**src/rtl/seq_mul_pkg.sv**
```systemverilog
// Shared definitions for the sequential multiplier.
//   state_t    : controller states (IDLE, CALC, DONE)
//   nsteps()   : number of DIGIT-bit slices of b in a WIDTH-bit operand (WIDTH/DIGIT)
//   cnt_width(): width of the step counter, clog2(NSTEPS) with a minimum of 1
package seq_mul_pkg;

    typedef enum logic [1:0] {
        IDLE,
        CALC,
        DONE
    } state_t;

    function automatic int unsigned nsteps(input int unsigned width, input int unsigned digit);
        return width / digit;
    endfunction

    function automatic int unsigned cnt_width(input int unsigned n);
        return (n > 1) ? $clog2(n) : 1;
    endfunction

endpackage

```
**src/rtl/seq_mul_if.sv**
```systemverilog
// Operand / product handshake bundle for seq_mul.
//   in_valid, in_ready     : operand handshake (master -> slave)
//   a, b, signed_mode      : operands and mode, sampled on in_valid & in_ready
//   out_valid, out_ready   : product handshake (slave -> master)
//   m                      : 2*WIDTH-bit product
// master = producer/consumer side, slave = the multiplier.
interface seq_mul_if #(
    parameter int unsigned WIDTH = 8
);
    logic                   in_valid;
    logic                   in_ready;
    logic [WIDTH-1:0]       a;
    logic [WIDTH-1:0]       b;
    logic                   signed_mode;
    logic                   out_valid;
    logic                   out_ready;
    logic [2*WIDTH-1:0]     m;

    modport master (
        output in_valid, a, b, signed_mode, out_ready,
        input  in_ready, out_valid, m
    );

    modport slave (
        input  in_valid, a, b, signed_mode, out_ready,
        output in_ready, out_valid, m
    );
endinterface

```
**src/rtl/seq_mul_pp_row.sv**
```systemverilog
// pp_row: combinational unsigned WIDTH x DIGIT partial-product row.
//   a : WIDTH-bit unsigned multiplicand
//   d : DIGIT-bit unsigned slice of the multiplier
//   p : WIDTH+DIGIT-bit product a * d (always fits, no truncation)
module pp_row #(
    parameter int unsigned WIDTH = 8,
    parameter int unsigned DIGIT = 4
) (
    input  logic [WIDTH-1:0]       a,
    input  logic [DIGIT-1:0]       d,
    output logic [WIDTH+DIGIT-1:0] p
);

    assign p = {{DIGIT{1'b0}}, a} * {{WIDTH{1'b0}}, d};

endmodule

```
**src/rtl/seq_mul.sv**
```systemverilog
// seq_mul: iterative WIDTH x WIDTH multiplier, one DIGIT-bit slice of b per cycle.
// Signed operation is done on magnitudes with the sign restored at the end.
//   clk : system clock, rising edge
//   rst : asynchronous active-high reset, discards any operation in flight
//   bus : seq_mul_if slave port (operand in, product out, valid/ready on each)
// Latency from operand accept to out_valid is WIDTH/DIGIT cycles.
module seq_mul
    import seq_mul_pkg::*;
#(
    parameter int unsigned WIDTH = 8,
    parameter int unsigned DIGIT = 4
) (
    input  logic       clk,
    input  logic       rst,
    seq_mul_if.slave   bus
);

    localparam int unsigned NSTEPS = nsteps(WIDTH, DIGIT);
    localparam int unsigned CW     = cnt_width(NSTEPS);
    localparam int unsigned PW     = 2 * WIDTH;

    if (DIGIT < 1 || (WIDTH % DIGIT) != 0) begin : g_bad_cfg
        $fatal(1, "seq_mul: DIGIT must be >= 1 and divide WIDTH");
    end

    state_t                 state;
    logic [WIDTH-1:0]       mag_a;
    logic [WIDTH-1:0]       mag_b;
    logic                   neg;
    logic [CW-1:0]          step;
    logic [PW-1:0]          acc;
    logic [PW-1:0]          m_r;
    logic                   in_ready_r;
    logic                   out_valid_r;

    logic [WIDTH-1:0]       abs_a;
    logic [WIDTH-1:0]       abs_b;
    logic [DIGIT-1:0]       b_slice;
    logic [WIDTH+DIGIT-1:0] pp;
    logic [PW-1:0]          acc_next;

    // Negating the most negative value wraps back onto itself, which read
    // as unsigned is exactly its magnitude 2^(WIDTH-1).
    assign abs_a = (bus.signed_mode && bus.a[WIDTH-1]) ? -bus.a : bus.a;
    assign abs_b = (bus.signed_mode && bus.b[WIDTH-1]) ? -bus.b : bus.b;

    assign b_slice = DIGIT'(mag_b >> (step * DIGIT));

    pp_row #(
        .WIDTH (WIDTH),
        .DIGIT (DIGIT)
    ) u_pp_row (
        .a (mag_a),
        .d (b_slice),
        .p (pp)
    );

    assign acc_next = acc + (PW'(pp) << (step * DIGIT));

    always_ff @(posedge clk or posedge rst) begin
        if (rst) begin
            state       <= IDLE;
            mag_a       <= '0;
            mag_b       <= '0;
            neg         <= 1'b0;
            step        <= '0;
            acc         <= '0;
            m_r         <= '0;
            in_ready_r  <= 1'b1;
            out_valid_r <= 1'b0;
        end else begin
            case (state)
                IDLE: begin
                    if (bus.in_valid) begin
                        mag_a      <= abs_a;
                        mag_b      <= abs_b;
                        neg        <= bus.signed_mode & (bus.a[WIDTH-1] ^ bus.b[WIDTH-1]);
                        acc        <= '0;
                        step       <= '0;
                        in_ready_r <= 1'b0;
                        state      <= CALC;
                    end
                end
                CALC: begin
                    acc  <= acc_next;
                    step <= step + 1'b1;
                    if (step == CW'(NSTEPS - 1)) begin
                        m_r         <= neg ? -acc_next : acc_next;
                        out_valid_r <= 1'b1;
                        state       <= DONE;
                    end
                end
                DONE: begin
                    if (bus.out_ready) begin
                        out_valid_r <= 1'b0;
                        in_ready_r  <= 1'b1;
                        state       <= IDLE;
                    end
                end
                default: state <= IDLE;
            endcase
        end
    end

    assign bus.in_ready  = in_ready_r;
    assign bus.out_valid = out_valid_r;
    assign bus.m         = m_r;

endmodule

```
**src/flat_wrapper.sv**
```systemverilog
// flat-port wrapper written by rule: the top's interface ports become plain ports
module seq_mul_flat import seq_mul_pkg::*;
#(
    parameter int unsigned WIDTH = 8,
    parameter int unsigned DIGIT = 4
)
  (clk, rst, bus_in_valid, bus_a, bus_b, bus_signed_mode, bus_out_ready, bus_in_ready, bus_out_valid, bus_m);
  seq_mul_if #(.WIDTH(WIDTH)) bus_i ();
  input  logic clk;
  input  logic rst;
  input wire logic [$bits(bus_i.in_valid)-1:0] bus_in_valid;
  input wire logic [$bits(bus_i.a)-1:0] bus_a;
  input wire logic [$bits(bus_i.b)-1:0] bus_b;
  input wire logic [$bits(bus_i.signed_mode)-1:0] bus_signed_mode;
  input wire logic [$bits(bus_i.out_ready)-1:0] bus_out_ready;
  output wire logic [$bits(bus_i.in_ready)-1:0] bus_in_ready;
  output wire logic [$bits(bus_i.out_valid)-1:0] bus_out_valid;
  output wire logic [$bits(bus_i.m)-1:0] bus_m;
  assign bus_i.in_valid = bus_in_valid;
  assign bus_i.a = bus_a;
  assign bus_i.b = bus_b;
  assign bus_i.signed_mode = bus_signed_mode;
  assign bus_i.out_ready = bus_out_ready;
  assign bus_in_ready = bus_i.in_ready;
  assign bus_out_valid = bus_i.out_valid;
  assign bus_m = bus_i.m;
  seq_mul #(.WIDTH(WIDTH), .DIGIT(DIGIT)) u_core (.clk(clk), .rst(rst), .bus(bus_i));
endmodule
```
**config.mk**
```make
export PLATFORM = sky130hd
export DESIGN_NAME = seq_mul_flat
export DESIGN_NICKNAME = d
export VERILOG_FILES = /design/src/rtl/seq_mul_pkg.sv /design/src/rtl/seq_mul_if.sv /design/src/rtl/seq_mul_pp_row.sv /design/src/rtl/seq_mul.sv /design/src/flat_wrapper.sv
export SDC_FILE = /design/constraint.sdc
export NUM_CORES = 1
export LEC_CHECK = 0
export CAP_MARGIN = 10
export CORE_UTILIZATION = 35
export DETAILED_ROUTE_END_ITERATION = 16
export HOLD_SLACK_MARGIN = 0.06
export REMOVE_ABC_BUFFERS = 1
export SYNTH_ARGS = -nofsm -noshare
export SYNTH_HDL_FRONTEND = slang
export SYNTH_SLANG_ARGS = --single-unit
```
**constraint.sdc**
```tcl
create_clock -name clk -period 9.95 [get_ports clk]
set_input_delay 2.985 -clock clk [delete_from_list [all_inputs] [get_ports clk]]
set_output_delay 2.985 -clock clk [all_outputs]
set_load 0.02 [all_outputs]
```
Word-level counts from Yosys, hierarchy flattened --
Cells that the tools add are included.
Operators by class: add/subtract/negate cells 5, $mul 1, divide/modulo/power cells 0, order comparisons 0, equality and inequality tests 5, shift operators 2, multiplexer cells 16, bitwise operators 2, reduce and logical (&&, ||, !) cells 12
Operators by type and width (count):
- $mux 16 | 2
- $pmux 16 s2 | 1
- $add 16x16->16 | 1
- $mux 8 | 2
- $neg 16->16 | 1
- $neg 8->8 | 2
- $shl 12x3->16 | 1
- $mul 8x4->12 | 1
- $reduce_and 3->1 | 3
- $shr 8x3->4 | 1
- $mux 2 | 3
- $pmux 1 s2 | 3
- $pmux 2 s3 | 1
- $reduce_and 2->1 | 3
- $reduce_bool 2->1 | 3
- $mux 1 | 4
- $ne 2x2->1 const B | 2
- $eq 2x1->1 const B | 1
- $eq 2x2->1 const B | 1
- $logic_and 1x1->1 | 2
- $logic_not 2->1 | 1
- $ne 2x1->1 const B | 1
- $add 1x1->1 const B | 1
- $and 1x1->1 | 1
- $xor 1x1->1 | 1
Word-level totals: register bits after elaboration 54, latch bits 0, memory bits (writable) 0, bits in read-only memories 0, output and inout bits 18, memories kept 0

Longest topological paths before layout --
word-level depth 6, mapped depth 26

Hierarchy --
From an unflattened synthesis, not the netlist that was laid out.
Unflattened totals: cells, all modules 513, area total of the unflattened synthesis 4579.4 µm²
By module, submodules not included:
- seq_mul | instances 1, cells each 399, area an instance 3634.7 µm²
- pp_row | instances 1, cells each 114, area an instance 944.7 µm²

Least setup slack after synthesis --
Ideal clock, no wire load.
path type reg-to-reg, start point register u_core.step, end point register u_core.m_r[15] (netlist: u_core.bus.m[15]), setup time 0.124 ns, arrival time 5.852 ns, data required time 9.826 ns, slack 3.974 ns, cell stages (with the launch flop) 25, path through dfrtp_1 -> clkbuf_1 -> mux2i_1 -> nor2b_1 -> fa_1 -> inv_1 -> fa_1 -> inv_1 -> ha_1 -> nor2_1 -> nor2_1 -> a2111oi_0 -> nor4_1 -> nand3b_1 -> nand2_1 -> nand2_1 -> ha_1 -> a2111oi_0 -> a21oi_1 -> a31oi_1 -> o21ai_0 -> xor2_1 -> o41ai_2 -> xnor2_1 -> o21ai_1
Between the ends: longest elaborated chain between the ends 6
RTL lines:
- start, declared | line seq_mul.sv:30 | logic [CW-1:0] step;
- start signal, assigned | line seq_mul.sv:86 | step <= step + 1'b1;
- $shr 8x3->4 | line seq_mul.sv:47 | assign b_slice = DIGIT'(mag_b >> (step * DIGIT));
- $mul 8x4->12 | line seq_mul_pp_row.sv:14 | assign p = {{DIGIT{1'b0}}, a} * {{WIDTH{1'b0}}, d};
- $shl 12x3->16 | line seq_mul.sv:58 | assign acc_next = acc + (PW'(pp) << (step * DIGIT));
- $add 16x16->16 | line seq_mul.sv:58
- $neg 16->16 | line seq_mul.sv:88 | m_r <= neg ? -acc_next : acc_next;
- $mux 16 | line seq_mul.sv:88
- end signal, assigned | line seq_mul.sv:88
- end, declared | line seq_mul.sv:32 | logic [PW-1:0] m_r;
Several ways; a longest one is shown, not always the timed one. A chain may end at the register's enable or synchronous reset.

Worst setup path after layout --
Same ends and word-level chain as after synthesis.

==> key figures <==
Synth
  • Sequential share of the synthesized area: 29.2%
  • Synth warnings: 0
  • Largest family of logic cells by synthesized area: simple AND/OR/NAND/NOR gates
  • Multiplexer area fraction after synthesis: 2.68%
  • Flops & latches, synth: 54
  • Post-synth EDFFs: 0
  • Post-synthesis async set-or-reset flop share: 100%
  • Library cells used by synthesis: 54
  • Synth Instances: 554
  • Synth Flop Type: dfrtp_1
  • Compound-cell area share of the yosys netlist: a little under a fifth
  • Mapped Avg Cell Area: 8.35 um2
  • XOR/XNOR Fraction of Synth Area: 7.93%
  • Post-Synth Simple-Gate Area: 22.2%
  • Post-synthesis adder-cell area fraction: between 10% and 20%
  • Post-Syn Area: 4620 um2

Placed design
  • GPL Wtd Cong: 0.873
  • Placed Area: between 5000 and 6000 um2
  • Post-DP HPWL: ~8 mm
  • Port Buf Inserts: 38
  • Pre-CTS WS: 3.00 ns

Layout
  • Most common cell after layout, fill and taps aside: nand2_1
  • Most frequent cells in the layout: nand2_1, o21ai_0, dfrtp_1
  • Layout area overhead: 15.1%
  • Layout cells sized above 1: under 10%
  • Nets: 649
  • FILL cells: 1,276
  • Final instance area: 5320 um2
  • Antenna fix cells: 0

Clock tree
  • Clock buffer depth: 2
  • Total CTS buffers: 5
  • Clk pin slew, worst setup/hold paths: ~0.070 ns
  • PostCTS Resize Cnt: 0
  • CTS tree: yes
  • Hold buffer count at CTS: 0
  • Clock root cell: clkbuf_16
  • CTS Sinks: 54
  • Postcts setup bufs: 0
  • Clock insertion delay at the later pin of the skew report: 0.30 ns
  • H-tree Lvls: 2

Route
  • Total Wirelength: 10.0 mm
  • DR vias/cell: roughly 5
  • Vias: roughly 3,800
  • Residual DRC: 0
  • Violation count after the first detailed-route iteration: between 100 and 150
  • Avg WL per Cell: 13.3 um
  • Post-detailed-route count of antenna-violating nets: 0
  • First-pass DRT Iterations: 4

Status
  • Outcome: completed

Critical path
  • Worst Path Buf+Inv: 3
  • Startpoint Class: register
  • Crit path largest cell delay: slightly above 0.8 ns
  • CP dominant cell by count: inv_1
  • Arr. time, crit path: 7.09 ns
  • Crit Path Class: register to register
  • CP max stage cell: dfrtp_1
  • Crit path max fanout: 23
  • WP data required: a little over 10 ns
  • Crit path max-delay family: compound AO/OA/AOI/OAI gates
  • CP Capture Type: register
  • Worst path cell trace: mux2i_1 > nor2b_1 > fa_1 > inv_1 > fa_1 > inv_1 > ha_1 > inv_1 > o21ai_0 > a2111oi_0 > nor4_1 > nand3b_1 > nand2_1 > nand2_1 > ha_1 > a2111oi_0 > a21oi_1 > a31oi_1 > o21ai_0 > xor2_1 > o41ai_2 > xnor2_1 > o21ai_1

Flow run
  • Max Cap Violations: 0

Timing
  • Max Fclk: 144 MHz
  • Final Hold Viols: 0
  • Post-route clock skew: 0.00905 ns
  • Endpoints failing setup: 0
  • Final period utilization: 69.8%
  • Max-slew violation count: 0
  • Final worst slack: 3.01 ns
  • Min Tclk post-route: approximately 6.9 ns
  • RSZ-0062 raised after global routing: no
  • Actual slew at the worst max-slew pin: roughly 1.1 ns
  • Sum of negative setup slack: 0 ns
  • Slew margin rel.: 24.6%

Global route
  • GR Overflow Total: 0
  • Pin count of the biggest net entering global routing: 55
  • First-pass GRT wire length: ~17 mm
  • Vias in the first global route: 3,750
  • Antenna violations before repair: 0
  • Total GRT Usage: approximately 16%

Floorplanning
  • FP Rows: 41
  • Die height: 117 um
  • Die Area: 13,700 um2
  • # IOs: 39
  • Core ar.: 12,800 um2
  • Initial Util: 36.2%
  • Die width: 117 um

Hold path
  • Worst Hold Class: register to register
cells in the mapped netlist, types with 6 or more instances:
cell type / number / area [um2]
xor2_1: 17 / 149
inv_1: 38 / 143
xnor2_1: 23 / 201
a21oi_1: 24 / 120
ha_1: 34 / 425
o211ai_1: 12 / 90.1
nand2b_1: 6 / 37.5
mux2i_1: 9 / 90.1
dfrtp_1: 53 / 1330
nor2_1: 33 / 124
nand2_1: 73 / 274
nor2b_1: 22 / 138
fa_1: 13 / 260
and2_1: 8 / 50.1
nand3_1: 32 / 160
clkbuf_1: 18 / 67.6
o21ai_0: 59 / 295
cell type report:
| class | instances | area (um2) | share of cell area [%] |
|---|---|---|---|
| clock buffers | 6 | 129 | 2.42 |
| clock inverters | 2 | 38.8 | 0.729 |
| inverters | 39 | 146 | 2.75 |
| multi-input cells | 442 | 3050 | 57.4 |
| flip-flops and latches | 54 | 1350 | 25.4 |
| well taps | 172 | 215 | 4.04 |
| repair buffers | 39 | 388 | 7.29 |
worst reg2reg max path, cell delays in order (launching register included):
cell	delay [ns]
dfrtp_1	0.83
mux2i_1	0.68
nor2b_1	0.14
fa_1	0.53
inv_1	0.05
fa_1	0.53
inv_1	0.04
ha_1	0.32
inv_1	0.08
o21ai_0	0.12
a2111oi_0	0.68
nor4_1	0.12
nand3b_1	0.28
nand2_1	0.11
nand2_1	0.07
ha_1	0.23
a2111oi_0	0.52
a21oi_1	0.09
a31oi_1	0.25
o21ai_0	0.24
xor2_1	0.24
o41ai_2	0.39
xnor2_1	0.16
o21ai_1	0.07
flip-flops by register name (all words and copies together), names as in the netlist:
| signal | count |
|---|---|
| u_core.neg | 1 |
| u_core.bus.m | 16 |
| u_core.mag_a | 8 |
| u_core.bus.in_ready | 1 |
| u_core.mag_b | 8 |
| u_core.acc | 16 |
| u_core.step | 1 |
| u_core.bus.out_valid | 1 |
| u_core.state | 2 |
path summary, 6_finish.rpt:
kind | startpoint | endpoint | slack [ns] | cells past startpoint
hold / removal | u_core.mag_b[6] | u_core.mag_b[6] | 0.48 | 2
max in group asynchronous | rst | u_core.acc[12] | 6.29 | 3
hold reg to reg | u_core.mag_b[6] | u_core.mag_b[6] | 0.48 | 2
setup reg to reg | u_core.step | u_core.bus.m[15] | 3.01 | 23
setup / recovery | u_core.step | u_core.bus.m[15] | 3.01 | 23
min in group asynchronous | rst | u_core.mag_b[2] | 3.20 | 3
per-layer routing:
layer | GRT usage, % | vias to the layer above | share of wire (%)
li1 | - | 1971 | -
met1 | 20.1 | 1780 | 48
met2 | 28.7 | 72 | 48
met3 | 2.11 | 8 | 3.2
met4 | 4.14 | 0 | 1.1
met5 | 0 | - | 0
kinds of logic after synthesis:
group / count (synthesis)
mux: 12
simple gates: 207
compound gates: 135
buf+inv: 58
fa+ha+maj: 47
xor+xnor: 41
flops: 54
stage by stage:
step / util, % / hold WS, ns / cells
floorplan: - / 0.446 / 535
global placement: 40.4 / 0.460 / 746
detailed placement: 40.4 / 0.465 / 746
CTS: 41.7 / 0.482 / 754
global route: 41.7 / 0.506 / 754
finish: 41.7 / 0.477 / 754
Power is not shown: default switching activity piles up to over one toggle a cycle in this logic, so the estimate is an artifact.
